$ cat src/rtl/calc_controller.sv
`default_nettype none
// +----------------------------------------------------------------------------+
// | Module   : calc_controller                                                 |
// | Brief    : Single-digit calculator. Executes + - * (and / when CALC_DIV_EN |
// |            is defined), converts the signed result to ASCII and streams    |
// |            it, followed by CR LF, to a UART transmitter.                   |
// | Options  : CALC_DIV_EN - enables the '/' operator and the DIV state.      |
// | Revision : 1.0 - initial release                                           |
// +----------------------------------------------------------------------------+
module calc_controller (
  input  logic       clk,
  input  logic       rst_n,
  input  logic [7:0] operand1,
  input  logic [7:0] operand2,
  input  logic [7:0] operator,
  input  logic       cmd_valid,
  input  logic       tx_busy,
  output logic [7:0] tx_data,
  output logic       tx_start,
  output logic       busy,
  output logic [7:0] result,
  output logic [3:0] drop_cnt,
  output logic [2:0] state_debug
);

  localparam logic [7:0] c_OP_ADD = 8'h2B;
  localparam logic [7:0] c_OP_SUB = 8'h2D;
  localparam logic [7:0] c_OP_MUL = 8'h2A;
  localparam logic [7:0] c_OP_DIV = 8'h2F;
  localparam logic [7:0] c_CH_MINUS = 8'h2D;
  localparam logic [7:0] c_CH_ZERO  = 8'h30;
  localparam logic [7:0] c_CH_CR    = 8'h0D;
  localparam logic [7:0] c_CH_LF    = 8'h0A;

  typedef enum logic [2:0] {
    IDLE     = 3'd0,
    EXEC     = 3'd1,
`ifdef CALC_DIV_EN
    DIV      = 3'd2,
`endif
    CONV     = 3'd3,
    SEND     = 3'd4,
    WAIT_ACK = 3'd5,
    WAIT_TX  = 3'd6
  } state_t;

  state_t     r_state, w_next;
  logic [7:0] r_op1, r_op2, r_opc;
  logic [7:0] r_mag;        // magnitude being digitised; remainder while dividing
  logic [7:0] r_tens;       // tens count in CONV; quotient while dividing
  logic       r_err;
  logic [7:0] r_err_char;
  logic [7:0] r_buf [0:4];
  logic [2:0] r_len, r_idx;

  logic [7:0] w_exec_val, w_exec_abs, w_err_char;
  logic       w_exec_ok, w_div_go, w_neg, w_has_tens;
  logic [2:0] w_pos;
  logic [7:0] w_build [0:4];

`ifdef CALC_DIV_EN
  // A zero divisor skips the iterations and reports 'E' straight away.
  assign w_div_go   = (r_opc == c_OP_DIV) && (r_op2 != 8'h00);
  assign w_err_char = (r_opc == c_OP_DIV) ? 8'h45 : 8'h3F;
`else
  // Division is not built: '/' falls through as an unknown operator.
  assign w_div_go   = 1'b0;
  assign w_err_char = 8'h3F;
`endif

  // Arithmetic for the single-cycle operators.
  always_comb begin
    w_exec_val = 8'h00;
    w_exec_ok  = 1'b1;
    case (r_opc)
      c_OP_ADD: w_exec_val = r_op1 + r_op2;
      c_OP_SUB: w_exec_val = r_op1 - r_op2;
      c_OP_MUL: w_exec_val = r_op1 * r_op2;
      default:  w_exec_ok  = 1'b0;
    endcase
  end

  assign w_exec_abs = w_exec_val[7] ? (8'h00 - w_exec_val) : w_exec_val;
  assign w_neg      = !r_err && result[7];
  assign w_has_tens = !r_err && (r_tens != 8'h00);
  assign w_pos      = {2'b00, w_neg} + {2'b00, w_has_tens};

  // Character buffer image: [sign] [tens] ones CR LF, packed from entry 0.
  always_comb begin
    w_build = '{default: 8'h00};
    if (w_neg)      w_build[0] = c_CH_MINUS;
    if (w_has_tens) w_build[{2'b00, w_neg}] = c_CH_ZERO + r_tens;
    w_build[w_pos]        = r_err ? r_err_char : (c_CH_ZERO + r_mag);
    w_build[w_pos + 3'd1] = c_CH_CR;
    w_build[w_pos + 3'd2] = c_CH_LF;
  end

  // State register.
  always_ff @(posedge clk or negedge rst_n) begin
    if (!rst_n) r_state <= IDLE;
    else        r_state <= w_next;
  end

  // Next-state decode and state-derived outputs.
  always_comb begin
    w_next      = r_state;
    busy        = (r_state != IDLE);
    state_debug = r_state;
    case (r_state)
      IDLE:     if (cmd_valid) w_next = EXEC;
      EXEC: begin
        w_next = CONV;
`ifdef CALC_DIV_EN
        if (w_div_go) w_next = DIV;
`endif
      end
`ifdef CALC_DIV_EN
      DIV:      if (r_mag < r_op2) w_next = CONV;
`endif
      CONV:     if (r_err || (r_mag < 8'd10)) w_next = SEND;
      SEND:     if (!tx_busy) w_next = WAIT_ACK;
      WAIT_ACK: w_next = WAIT_TX;
      WAIT_TX:  if (!tx_busy) w_next = (r_idx < r_len) ? SEND : IDLE;
      default:  w_next = IDLE;
    endcase
  end

  // Datapath: command capture, arithmetic, digit conversion and transmit.
  always_ff @(posedge clk or negedge rst_n) begin
    if (!rst_n) begin
      r_op1      <= 8'h00;
      r_op2      <= 8'h00;
      r_opc      <= 8'h00;
      r_mag      <= 8'h00;
      r_tens     <= 8'h00;
      r_err      <= 1'b0;
      r_err_char <= 8'h00;
      r_buf      <= '{default: 8'h00};
      r_len      <= 3'd0;
      r_idx      <= 3'd0;
      tx_data    <= 8'h00;
      tx_start   <= 1'b0;
      result     <= 8'h00;
      drop_cnt   <= 4'd0;
    end else begin
      tx_start <= 1'b0;
      if (cmd_valid && (r_state != IDLE) && (drop_cnt != 4'hF))
        drop_cnt <= drop_cnt + 4'd1;
      case (r_state)
        IDLE: begin
          if (cmd_valid) begin
            r_op1 <= operand1;
            r_op2 <= operand2;
            r_opc <= operator;
          end
        end
        EXEC: begin
          r_tens <= 8'h00;
          r_err  <= 1'b0;
          if (w_div_go) begin
            r_mag <= r_op1;
          end else if (w_exec_ok) begin
            result <= w_exec_val;
            r_mag  <= w_exec_abs;
          end else begin
            result     <= 8'h00;
            r_mag      <= 8'h00;
            r_err      <= 1'b1;
            r_err_char <= w_err_char;
          end
        end
`ifdef CALC_DIV_EN
        DIV: begin
          if (r_mag >= r_op2) begin
            r_mag  <= r_mag - r_op2;
            r_tens <= r_tens + 8'd1;
          end else begin
            result <= r_tens;
            r_mag  <= r_tens;
            r_tens <= 8'h00;
          end
        end
`endif
        CONV: begin
          if (!r_err && (r_mag >= 8'd10)) begin
            r_mag  <= r_mag - 8'd10;
            r_tens <= r_tens + 8'd1;
          end else begin
            r_buf <= w_build;
            r_len <= w_pos + 3'd3;
            r_idx <= 3'd0;
          end
        end
        SEND: begin
          if (!tx_busy) begin
            tx_data  <= r_buf[r_idx];
            tx_start <= 1'b1;
            r_idx    <= r_idx + 3'd1;
          end
        end
        default: ;
      endcase
    end
  end

endmodule
`default_nettype wire

$ cat config.mk
export PLATFORM = sky130hd
export DESIGN_NAME = calc_controller
export DESIGN_NICKNAME = d
export VERILOG_FILES = /design/src/rtl/calc_controller.sv
export SDC_FILE = /design/constraint.sdc
export NUM_CORES = 1
export LEC_CHECK = 0
export CAP_MARGIN = 25
export CORE_AREA = 2 2 135 170
export DETAILED_ROUTE_END_ITERATION = 8
export DIE_AREA = 0 0 137 172
export SLEW_MARGIN = 20
export SYNTH_ARGS = -nofsm -noshare
export SYNTH_HDL_FRONTEND = slang
export SYNTH_SLANG_ARGS = --single-unit
$ cat constraint.sdc
create_clock -name clk -period 4.8 [get_ports clk]
set_input_delay 0.72 -clock clk [delete_from_list [all_inputs] [get_ports clk]]
set_output_delay 0.72 -clock clk [all_outputs]
set_load 0.05 [all_outputs]
==> flow_metrics.env <==
export IMPL_fp_dieW_um=137
export IMPL_drive_gt1_share_pct=9.00
export IMPL_max_freq_mhz=219
export IMPL_post_drt_wl_per_cell_um=14.7
export IMPL_core_um2=22000
export IMPL_hold_viol=0
export IMPL_clk_latency_ns=0.36
export IMPL_cp_cell_sequence="nand2_1 > fa_1 > fa_1 > inv_1 > fa_1 > fa_1 > xor2_1 > xnor3_1 > xnor3_1 > xnor3_1 > o32ai_4 > o311ai_1 > xor2_1 > o221ai_2"
export IMPL_synth_nets=761
export IMPL_critPathLaunchType="register"
export IMPL_skew_ns=0.00957
export IMPL_postSynthCellCount=680
export IMPL_final_cell_mix="101 x dfrtp_1, 98 x nand2_1, 53 x inv_1"
export IMPL_status="finished, final reports clean"
export IMPL_yosysSeqAreaShare_pct=39.7
export IMPL_root_buffer="clkbuf_16"
export IMPL_drt_initial_drc_count=192
export IMPL_slew_violations=0
export IMPL_vias=4878
export IMPL_overflow=0
export IMPL_total_power_mw=5.29
export IMPL_arrival_ns=4.79
export IMPL_fin_crit_ns=4.57
export IMPL_antenna_found_initial=0
export IMPL_crit_family="adder cells"
export IMPL_hold_ws_ns=0.345
export IMPL_pin_count=53
export IMPL_synth_top_flop_cell="dfrtp_1"
export IMPL_slowest_stage="fa_1"
export IMPL_setup_ws_ns=0.233
export IMPL_start_util_pct=29.5
export IMPL_totalWireLength_mm=14.9
export IMPL_synthArstFlopShare_pct=100
export IMPL_maxSlewHeadroom_pct=34.7
export IMPL_cts_resized_gates=0
export IMPL_ant_nets=0
export IMPL_clk_pin_slew_ns=0.07
export IMPL_ys_ff_latch=103
export IMPL_cts_tree="done"
export IMPL_synth_edf_count=0
export IMPL_area_growth_pct=17.4
export IMPL_rsz0062_at_grt="no"
export IMPL_die_h_um=172
export IMPL_multi_input_area_um2=3610
export IMPL_diodes=0
export IMPL_first_pass_iters=4
export IMPL_required_ns=5.03
export IMPL_post_route_period_util_pct=95.2
export IMPL_h_tree_depth=3
export IMPL_fin_area_um2=7620
export IMPL_place_inst=1000
export IMPL_final_core_util_pct=34.7
export IMPL_critPathCaptureType="register"
export IMPL_io_buffers=52
export IMPL_final_common_cell="dfrtp_1"
export IMPL_critPathMostFrequentCell="fa_1"
export IMPL_maxCapViolCount=0
export IMPL_cts_buffer_depth=2
export IMPL_path_buf_inv=1
export IMPL_setup_viol=0
export IMPL_placement_rows=61
export IMPL_gp_congestion=0.810
export IMPL_p_per_area_nw_per_um2=694
export IMPL_criticalPathCategory="reg2reg"
export IMPL_track_usage_pct=13.6
export IMPL_finalNonFillerCells=1016
export IMPL_syn_mean_instance_area_um2=9.55
export IMPL_synth_area_um2=6490
export IMPL_postCtsSetupBuffers=0
export IMPL_worst_slew_pin_slew_ns=0.978
export IMPL_seqCellArea_um2=2580
export IMPL_ir_drop_uv=380
export IMPL_dp_hpwl_mm=11.6
export IMPL_cts_sinks=103
export IMPL_p_leak_nw=3.37
export IMPL_hp_class="in2async"
export IMPL_hold_buffers=0
export IMPL_yosysUniqueCellTypes=62
export IMPL_cts_buffers=9
export IMPL_dieArea_um2=23600
export IMPL_grt_pass1_wl_mm=25.2
export IMPL_drc_errors=0
export IMPL_fillers=2291
export IMPL_tns_ns=0
export IMPL_path_max_fanout=8
export IMPL_vias_per_cell=4.80
export IMPL_yosysWarnings=0
export IMPL_post_place_ws_ns=0.193
export IMPL_cpPeakStageDelay_ns=0.54
export IMPL_postPlaceCellArea_um2=7340
export IMPL_grt_max_degree=61
export IMPL_fin_nets=809
export IMPL_grt_pass1_vias=4959
cell families after synthesis:
| logic type | synth area share, % |
|---|---|
| AO/OA/AOI/OAI | 14.5 |
| XOR/XNOR | 6.17 |
| adder cells (fa/ha/maj) | 11.7 |
| buffers and inverters | 4.66 |
| flip-flops | 39.7 |
| multiplexers | 6.90 |
| AND/OR/NAND/NOR | 16.3 |
Yosys cell counts, drive strengths merged (6+ instances only):
cell type    n  area, µm²
o21ai       54        270
nor2        53        199
a21o         9       67.6
nand3        8       40.0
ha          40        500
o31ai       13       97.6
a221oi       6       52.6
nor3        11       55.1
inv         53        199
xnor2       22        193
xor2        16        140
mux2        22        248
and2        24        150
dfrtp      103       2580
nand2       98        368
a21oi       21        105
fa          13        260
clkbuf      19       71.3
buf          6       32.5
mux4         8        180
state kept, by name (all words and copies together) (netlist names):
signal       cells
result           8
r_tens           8
r_err_char       1
r_err            1
r_opc            8
r_op1            8
r_op2            8
tx_data          8
drop_cnt         4
r_buf           32
state_debug      3
tx_start         1
r_idx            3
r_len            2
r_mag            8
worst paths after layout:
path	endpoint	startpoint	cells past startpoint	slack [ns]
min	r_idx[2]	rst_n	1	0.35
max reg2reg	r_mag[6]	r_op2[4]	14	0.23
min reg2reg	r_buf[18]	r_buf[18]	2	0.48
min in group clk	r_buf[18]	r_buf[18]	2	0.48
max in group asynchronous	r_mag[2]	rst_n	2	3.29
max	r_mag[6]	r_op2[4]	14	0.23
worst register-to-register path: stages (launching register included):
cell	delay, ns
dfrtp_2	0.44
nand2_1	0.10
fa_1	0.46
fa_1	0.54
inv_1	0.05
fa_1	0.47
fa_1	0.46
xor2_1	0.18
xnor3_1	0.34
xnor3_1	0.39
xnor3_1	0.26
o32ai_4	0.25
o311ai_1	0.19
xor2_1	0.20
o221ai_2	0.10
cell type report:
type	instances	area share, %
clock buffers	9	2.95
flip-flops and latches	103	33.8
clock inverters	7	0.739
well taps	283	4.65
repair buffers	62	7.78
inverters	53	2.61
multi-input cells	499	47.4
where the power goes:
part	total (mW)	leakage [nW]	switching (mW)	internal [mW]
Sequential	1.40	1.31	0.297	1.11
Combinational	3.18	1.93	1.70	1.48
Clock	0.705	0.130	0.348	0.357
Total	5.29	3.37	2.34	2.95
routing by layer:
layer / global-route usage (%) / part of all wire [%] / routed length, µm
met3: 3.25 / 2.9 / 435
met2: 24.8 / 52 / 7800
met5: 0 / 0 / 0
met4: 3.45 / 1.5 / 229
met1: 15.7 / 43 / 6470
(Power assumes the default switching activity.)
